**src/rtl/sar_opa_pkg.sv**
```systemverilog
// Shared types for the SAR residue-opamp phase sequencer: FSM states, phase bundle
// and the helper that maps a state to its static switch pattern.
package sar_opa_pkg;

    typedef enum logic [3:0] {
        ST_OFF,
        ST_WARMUP,
        ST_IDLE,
        ST_AZ,
        ST_NOV_A,
        ST_SAMPLE,
        ST_NOV_S,
        ST_AMP,
        ST_DONE
    } opa_state_t;

    typedef struct packed {
        logic opa_en;
        logic phi_smp;
        logic phi_smp_e;
        logic phi_amp;
        logic phi_az;
    } opa_phase_t;

    localparam opa_phase_t PHASE_ALL_OFF = '0;

    // phi_smp_e is not derivable from the state alone; the caller fills it in.
    function automatic opa_phase_t phase_of(input opa_state_t s);
        opa_phase_t p;
        p         = PHASE_ALL_OFF;
        p.opa_en  = (s != ST_OFF);
        p.phi_smp = (s == ST_SAMPLE);
        p.phi_amp = (s == ST_AMP);
        p.phi_az  = (s == ST_AZ);
        return p;
    endfunction

endpackage

```
**src/rtl/sar_phase_timer.sv**
```systemverilog
// Loadable down-counter used to time sequencer phases; saturates at zero and
// flags expiry when it reads zero.
module sar_phase_timer #(
    parameter int CNT_W = 8
) (
    input  logic             clk,
    input  logic             rst_n,
    input  logic             load,
    input  logic [CNT_W-1:0] load_val,
    input  logic             tick,
    output logic [CNT_W-1:0] value,
    output logic             expired
);

    logic [CNT_W-1:0] r_cnt;

    always_ff @(posedge clk or negedge rst_n) begin
        if (!rst_n) begin
            r_cnt <= '0;
        end else if (load) begin
            r_cnt <= load_val;
        end else if (tick && (r_cnt != '0)) begin
            r_cnt <= r_cnt - 1'b1;
        end
    end

    assign value   = r_cnt;
    assign expired = (r_cnt == '0);

endmodule

```
**src/rtl/sar_opamp_phase_ctrl.sv**
```systemverilog
// Residue-opamp power/phase sequencer: warm-up, then sample / gap / amplify per start.
// Optional autozero phase ahead of sampling is enabled by defining OPAMP_AUTOZERO_EN.
module sar_opamp_phase_ctrl
    import sar_opa_pkg::*;
#(
    parameter int CNT_W      = 8,
    parameter int WARMUP_CYC = 64,
    parameter int SAMPLE_CYC = 8,
    parameter int NOV_CYC    = 1,
    parameter int AMP_CYC    = 16,
    parameter int AZ_CYC     = 8
) (
    input  logic clk,
    input  logic rst_n,
    input  logic pd_req,
    input  logic start,
    output logic ready,
    output logic busy,
    output logic done,
    output logic opa_en,
    output logic phi_smp,
    output logic phi_smp_e,
    output logic phi_amp,
    output logic phi_az
);

    if ((WARMUP_CYC < 1) || (WARMUP_CYC > 2**CNT_W) ||
        (SAMPLE_CYC < 1) || (SAMPLE_CYC > 2**CNT_W) ||
        (NOV_CYC    < 1) || (NOV_CYC    > 2**CNT_W) ||
        (AMP_CYC    < 1) || (AMP_CYC    > 2**CNT_W) ||
        (AZ_CYC     < 1) || (AZ_CYC     > 2**CNT_W)) begin : g_cyc_range_err
        $error("sar_opamp_phase_ctrl: every *_CYC must be within 1..2**CNT_W");
    end

    localparam logic [CNT_W-1:0] LD_WARM = CNT_W'(WARMUP_CYC - 1);
    localparam logic [CNT_W-1:0] LD_SMP  = CNT_W'(SAMPLE_CYC - 1);
    localparam logic [CNT_W-1:0] LD_NOV  = CNT_W'(NOV_CYC - 1);
    localparam logic [CNT_W-1:0] LD_AMP  = CNT_W'(AMP_CYC - 1);
    localparam logic [CNT_W-1:0] LD_AZ   = CNT_W'(AZ_CYC - 1);

`ifdef OPAMP_AUTOZERO_EN
    localparam opa_state_t ST_CONV_FIRST = ST_AZ;
`else
    localparam opa_state_t ST_CONV_FIRST = ST_SAMPLE;
`endif

    opa_state_t       r_state;
    opa_state_t       w_nxt_state;
    opa_phase_t       r_phase;
    opa_phase_t       w_phase_nxt;
    logic             r_ready;
    logic             r_busy;
    logic             r_done;
    logic             w_load;
    logic             w_tick;
    logic             w_expired;
    logic [CNT_W-1:0] w_load_val;
    logic [CNT_W-1:0] w_cnt;

    sar_phase_timer #(
        .CNT_W (CNT_W)
    ) u_timer (
        .clk      (clk),
        .rst_n    (rst_n),
        .load     (w_load),
        .load_val (w_load_val),
        .tick     (w_tick),
        .value    (w_cnt),
        .expired  (w_expired)
    );

    // Power-down dominates every state, including a pending start.
    always_comb begin
        w_nxt_state = r_state;
        if (pd_req) begin
            w_nxt_state = ST_OFF;
        end else begin
            case (r_state)
                ST_OFF:             w_nxt_state = ST_WARMUP;
                ST_WARMUP:          if (w_expired) w_nxt_state = ST_IDLE;
                ST_IDLE, ST_DONE:   w_nxt_state = start ? ST_CONV_FIRST : ST_IDLE;
                ST_AZ:              if (w_expired) w_nxt_state = ST_NOV_A;
                ST_NOV_A:           if (w_expired) w_nxt_state = ST_SAMPLE;
                ST_SAMPLE:          if (w_expired) w_nxt_state = ST_NOV_S;
                ST_NOV_S:           if (w_expired) w_nxt_state = ST_AMP;
                ST_AMP:             if (w_expired) w_nxt_state = ST_DONE;
                default:            w_nxt_state = ST_OFF;
            endcase
        end
    end

    // Every state change is an entry into a new phase, so it reloads the timer.
    always_comb begin
        w_load = (w_nxt_state != r_state);
        w_tick = ~w_load;
        case (w_nxt_state)
            ST_WARMUP:          w_load_val = LD_WARM;
            ST_AZ:              w_load_val = LD_AZ;
            ST_NOV_A, ST_NOV_S: w_load_val = LD_NOV;
            ST_SAMPLE:          w_load_val = LD_SMP;
            ST_AMP:             w_load_val = LD_AMP;
            default:            w_load_val = '0;
        endcase
    end

    // The early bottom-plate switch drops one cycle before the sample phase ends,
    // i.e. it is high whenever the upcoming counter value is non-zero.
    always_comb begin
        w_phase_nxt           = phase_of(w_nxt_state);
        w_phase_nxt.phi_smp_e = (w_nxt_state == ST_SAMPLE) &&
                                (w_load ? (w_load_val != '0) : (w_cnt > CNT_W'(1)));
`ifndef OPAMP_AUTOZERO_EN
        w_phase_nxt.phi_az    = 1'b0;
`endif
    end

    always_ff @(posedge clk or negedge rst_n) begin
        if (!rst_n) begin
            r_state <= ST_OFF;
            r_phase <= PHASE_ALL_OFF;
            r_ready <= 1'b0;
            r_busy  <= 1'b0;
            r_done  <= 1'b0;
        end else begin
            r_state <= w_nxt_state;
            r_phase <= w_phase_nxt;
            r_ready <= (w_nxt_state == ST_IDLE) || (w_nxt_state == ST_DONE);
            r_busy  <= (w_nxt_state == ST_AZ)     || (w_nxt_state == ST_NOV_A) ||
                       (w_nxt_state == ST_SAMPLE) || (w_nxt_state == ST_NOV_S) ||
                       (w_nxt_state == ST_AMP);
            r_done  <= (w_nxt_state == ST_DONE);
        end
    end

    assign ready     = r_ready;
    assign busy      = r_busy;
    assign done      = r_done;
    assign opa_en    = r_phase.opa_en;
    assign phi_smp   = r_phase.phi_smp;
    assign phi_smp_e = r_phase.phi_smp_e;
    assign phi_amp   = r_phase.phi_amp;
    assign phi_az    = r_phase.phi_az;

endmodule

```
**config.mk**
```make
export PLATFORM = sky130hd
export DESIGN_NAME = sar_opamp_phase_ctrl
export DESIGN_NICKNAME = d
export VERILOG_FILES = /design/src/rtl/sar_opa_pkg.sv /design/src/rtl/sar_phase_timer.sv /design/src/rtl/sar_opamp_phase_ctrl.sv
export SDC_FILE = /design/constraint.sdc
export NUM_CORES = 1
export LEC_CHECK = 0
export ABC_AREA = 0
export BUFFER_PORTS_ARGS = -buffer_cell sky130_fd_sc_hd__buf_2
export CAP_MARGIN = 20
export CORE_AREA = 2 2 66 68
export DETAILED_ROUTE_END_ITERATION = 7
export DIE_AREA = 0 0 68 70
export GPL_ROUTABILITY_DRIVEN = 0
export GPL_TIMING_DRIVEN = 0
export PLACE_DENSITY = 0.55
export RECOVER_POWER = 100
export SLEW_MARGIN = 10
export SYNTH_ARGS = -nofsm -noshare
export SYNTH_HDL_FRONTEND = slang
export SYNTH_HIERARCHICAL = 1
export SYNTH_SLANG_ARGS = --single-unit
```
**constraint.sdc**
```tcl
create_clock -name clk -period 4.5 [get_ports clk]
set_input_delay 0.225 -clock clk [delete_from_list [all_inputs] [get_ports clk]]
set_output_delay 0.225 -clock clk [all_outputs]
set_load 0.005 [all_outputs]
```
==> reports/results.ini <==
[critical_path]
cp_slowest_stage_delay_ns=0.53
r2r-end=u_timer/value[3]$_DFFE_PN0P_
reg2regPathDepth=10
crit_path_cell_trace=inv_1 -> ha_1 -> or3b_2 -> nor2_1 -> clkbuf_1 -> o32a_1 -> a21oi_1 -> or3b_1 -> or4_1 -> o221ai_1
path_max_fanout=9
worst_setup_path_end_kind=register
arrival_ns=3.58
critPathSlowestCell=a21oi_1
reg2reg_from=u_timer/value[1]$_DFFE_PN0P_
setup.worst_path.start_class=register
path_class=register to register
cp.required_ns=4.66
timing.reg2reg.setup_slack_ns=1.08

[die]
pin_count=12
dieArea_sq_um=4760
rows=24
core_area_sq_um=4140
floorplan.die.height_um=70
dieWidth_um=68
start_util_pct=29.6

[synth]
synth.most_common_cell=dfrtp_1
yosys.area_share.adder_pct=2.86
ys_seq_elements=19
ys_seq_area_share_pct=38.8
synthDistinctLibCells=53
yosys.area_share.xor_xnor_pct=0.714
yosys.area_share.simple_pct=26.3
synth.avg_cell_area_sq_um=9.15
yosysTopAreaCell=dfrtp_1
synth-edff-count=0
synth_top_family_by_area=simple AND/OR/NAND/NOR gates
async_flop_share_pct=100
synth_commonest_cells=dfrtp_1 (19), nor2_1 (11), a21oi_1 (8), inv_1 (8), nor3_1 (8)
synth.area.top_cells=dfrtp_1 (39%), nor2_1 (3.4%), a21oi_1 (3.3%), nor3_1 (3.3%), inv_1 (2.4%)
synth_top_area_share_pct=38.8
synthMuxAreaShare_pct=0
ys_warn_count=6
netlist_area_sq_um=1230
syn_inst=134
synth-compound-area-share_pct=23.8
yosys_most_used_dff=dfrtp_1

[clock_network]
post-cts-setup-buffer-count=0
cts_max_level=1
cts_tree=done
path_clk_slew_ns=0.07
clockRootBuffer=clkbuf_8
cts_buffers=3
clk_latency_ns=0.25
cts.sinks=19
clockBufferDepth=2

[sta]
worst_slew_pin_slew_ns=1.02
whs_ns=0.431
rsz0062_at_grt=no
period_share_pct=76.0
setup_violations=0
clock.fmax_mhz=292
slew-limit-headroom_pct=32.0
setup-tns-final_ns=0
period_minus_slack_ns=3.42
clock-skew-final_ns=0.00199
hold_viol_final=0
drv_slew=0

[pwr]
leakage_nw=0.571
ir_drop_mv=0.129
power_density_nw_per_um2=331

[global_routing]
grt_pass1_vias=1051
grt_antenna_before_repair=0
grt_util_all_layers_pct=12.7
grt_pass1_wl_um=4730
grt_max_degree=20
grt-ovfl-total=0

[place]
port_buffers=9
placed_area_sq_um=1340
dpl.hpwl_um=2040

[drt]
route.detailed.drc=0
via_count=1101
firstDrtPassIters=4
via_per_inst=5.45
ant_nets=0
wl_per_cell_um=14.0
drt_iter0_drc=114
totalWireLength_um=2820

[layout]
drive_gt1_share_pct=12.0
n_antenna_cell=0
post-route-util_pct=33.1
syn2layout_area_growth_pct=11.9
fin_area_sq_um=1370
fin_nets=157

[job]
cap_violations=0

[worst_hold_path]
whs_endpoint=r_state[1]$_DFF_PN0_
hold_path.startpoint=pd_req
hold_depth=2
hold_class=input pin to register

[outcome]
run_status=complete, no violations

-- where the power goes --
part / switching [mW] / internal, mW
combinational: 0.0705 / 0.0483
clock: 0.0570 / 0.0615
sequential: 0.0264 / 0.190
total: 0.154 / 0.300
-- state kept, by name (all words and copies together), names as in the netlist --
| name | flops |
|---|---|
| opa_en | 1 |
| ready | 1 |
| phi_smp_e | 1 |
| done | 1 |
| u_timer/value | 8 |
| r_state | 4 |
| phi_amp | 1 |
| phi_smp | 1 |
| busy | 1 |
-- placed cells by master (no fill, tap or decap), drive strengths merged, types with 3 or more instances in the layout --
cell type  instances
a21oi              8
a31oi              3
buf               10
clkbuf            11
clkinv             3
conb               3
dfrtp             19
inv                8
nand2              4
nand3              3
nor2              11
nor2b              3
nor3               9
nor3b              3
o21ai              4
or3                3
or4                4
-- worst max-delay path, delay by kind of cell, from the launching register on --
| family | cells | cell delay [ns] |
|---|---|---|
| adders and majority gates | 1 | 0.21 |
| and+or+nand+nor | 4 | 1.27 |
| buffers and inverters | 2 | 0.31 |
| AOI/OAI and AO/OA | 3 | 1.14 |
| DFF | 1 | 0.40 |
-- cells by family (layout without fill, tap and decap cells) --
| group | count (synthesis) | after routing |
|---|---|---|
| buffers and inverters | 19 | 33 |
| XOR/XNOR | 1 | 1 |
| adder cells (fa/ha/maj) | 3 | 3 |
| flip-flops | 19 | 19 |
| other | 1 | 3 |
| AND/OR/NAND/NOR | 53 | 53 |
| AO/OA/AOI/OAI | 38 | 38 |
-- what timing repair did --
item | in CTS | in global routing
gates resized for setup | 0 | 0
endpoints found under the hold margin | 19 | 0
hold buffers | 1 | 0
-- layout make-up --
class                           count  area, sq um
Buffer                              9         50.0
Clock buffer                        3         41.3
Clock inverter                      1         5.00
Fill cell                         444         2770
Inverter                           10         37.5
Multi-Input combinational cell     98          649
Sequential cell                    19          475
Tap cell                           52         65.1
Timing Repair Buffer               10         48.8
-- how the worst max path moves through the flow --
stage | startpoint | to | slack, ns | depth (start not counted)
6_report | u_timer/value[1]$_DFFE_PN0P_ | u_timer/value[3]$_DFFE_PN0P_ | 1.08 | 10
5_1_grt | u_timer/value[0]$_DFFE_PN0P_ | u_timer/value[4]$_DFFE_PN0P_ | 0.83 | 11
4_1_cts | u_timer/value[0]$_DFFE_PN0P_ | u_timer/value[3]$_DFFE_PN0P_ | 1.21 | 10
3_5_place_dp | u_timer/value[0]$_DFFE_PN0P_ | u_timer/value[3]$_DFFE_PN0P_ | 1.26 | 10
3_3_place_gp | u_timer/value[0]$_DFFE_PN0P_ | u_timer/value[7]$_DFFE_PN0P_ | 1.33 | 10
2_1_floorplan | u_timer/value[0]$_DFFE_PN0P_ | u_timer/value[7]$_DFFE_PN0P_ | 1.66 | 10
-- metal layers --
layer  part of all wire [%]  global-route usage [%]  vias up
li1                       -                       -      533
met1                     46                    17.3      545
met2                     50                    19.0       23
met3                    3.5                    2.25        0
met4                      0                    6.00        0
met5                      0                       0        -
-- through the flow --
| step | instances | power (mW) | setup WS [ns] |
|---|---|---|---|
| 2_1_floorplan | 136 | 0.304 | 1.66 |
| 5_1_grt | 202 | 0.485 | 0.833 |
| 4_1_cts | 202 | 0.458 | 1.21 |
| 3_3_place_gp | 197 | 0.332 | 1.33 |
| 6_report | 202 | 0.454 | 1.08 |
| 3_5_place_dp | 197 | 0.337 | 1.26 |
No activity file was read; power rests on OpenSTA's default activity.
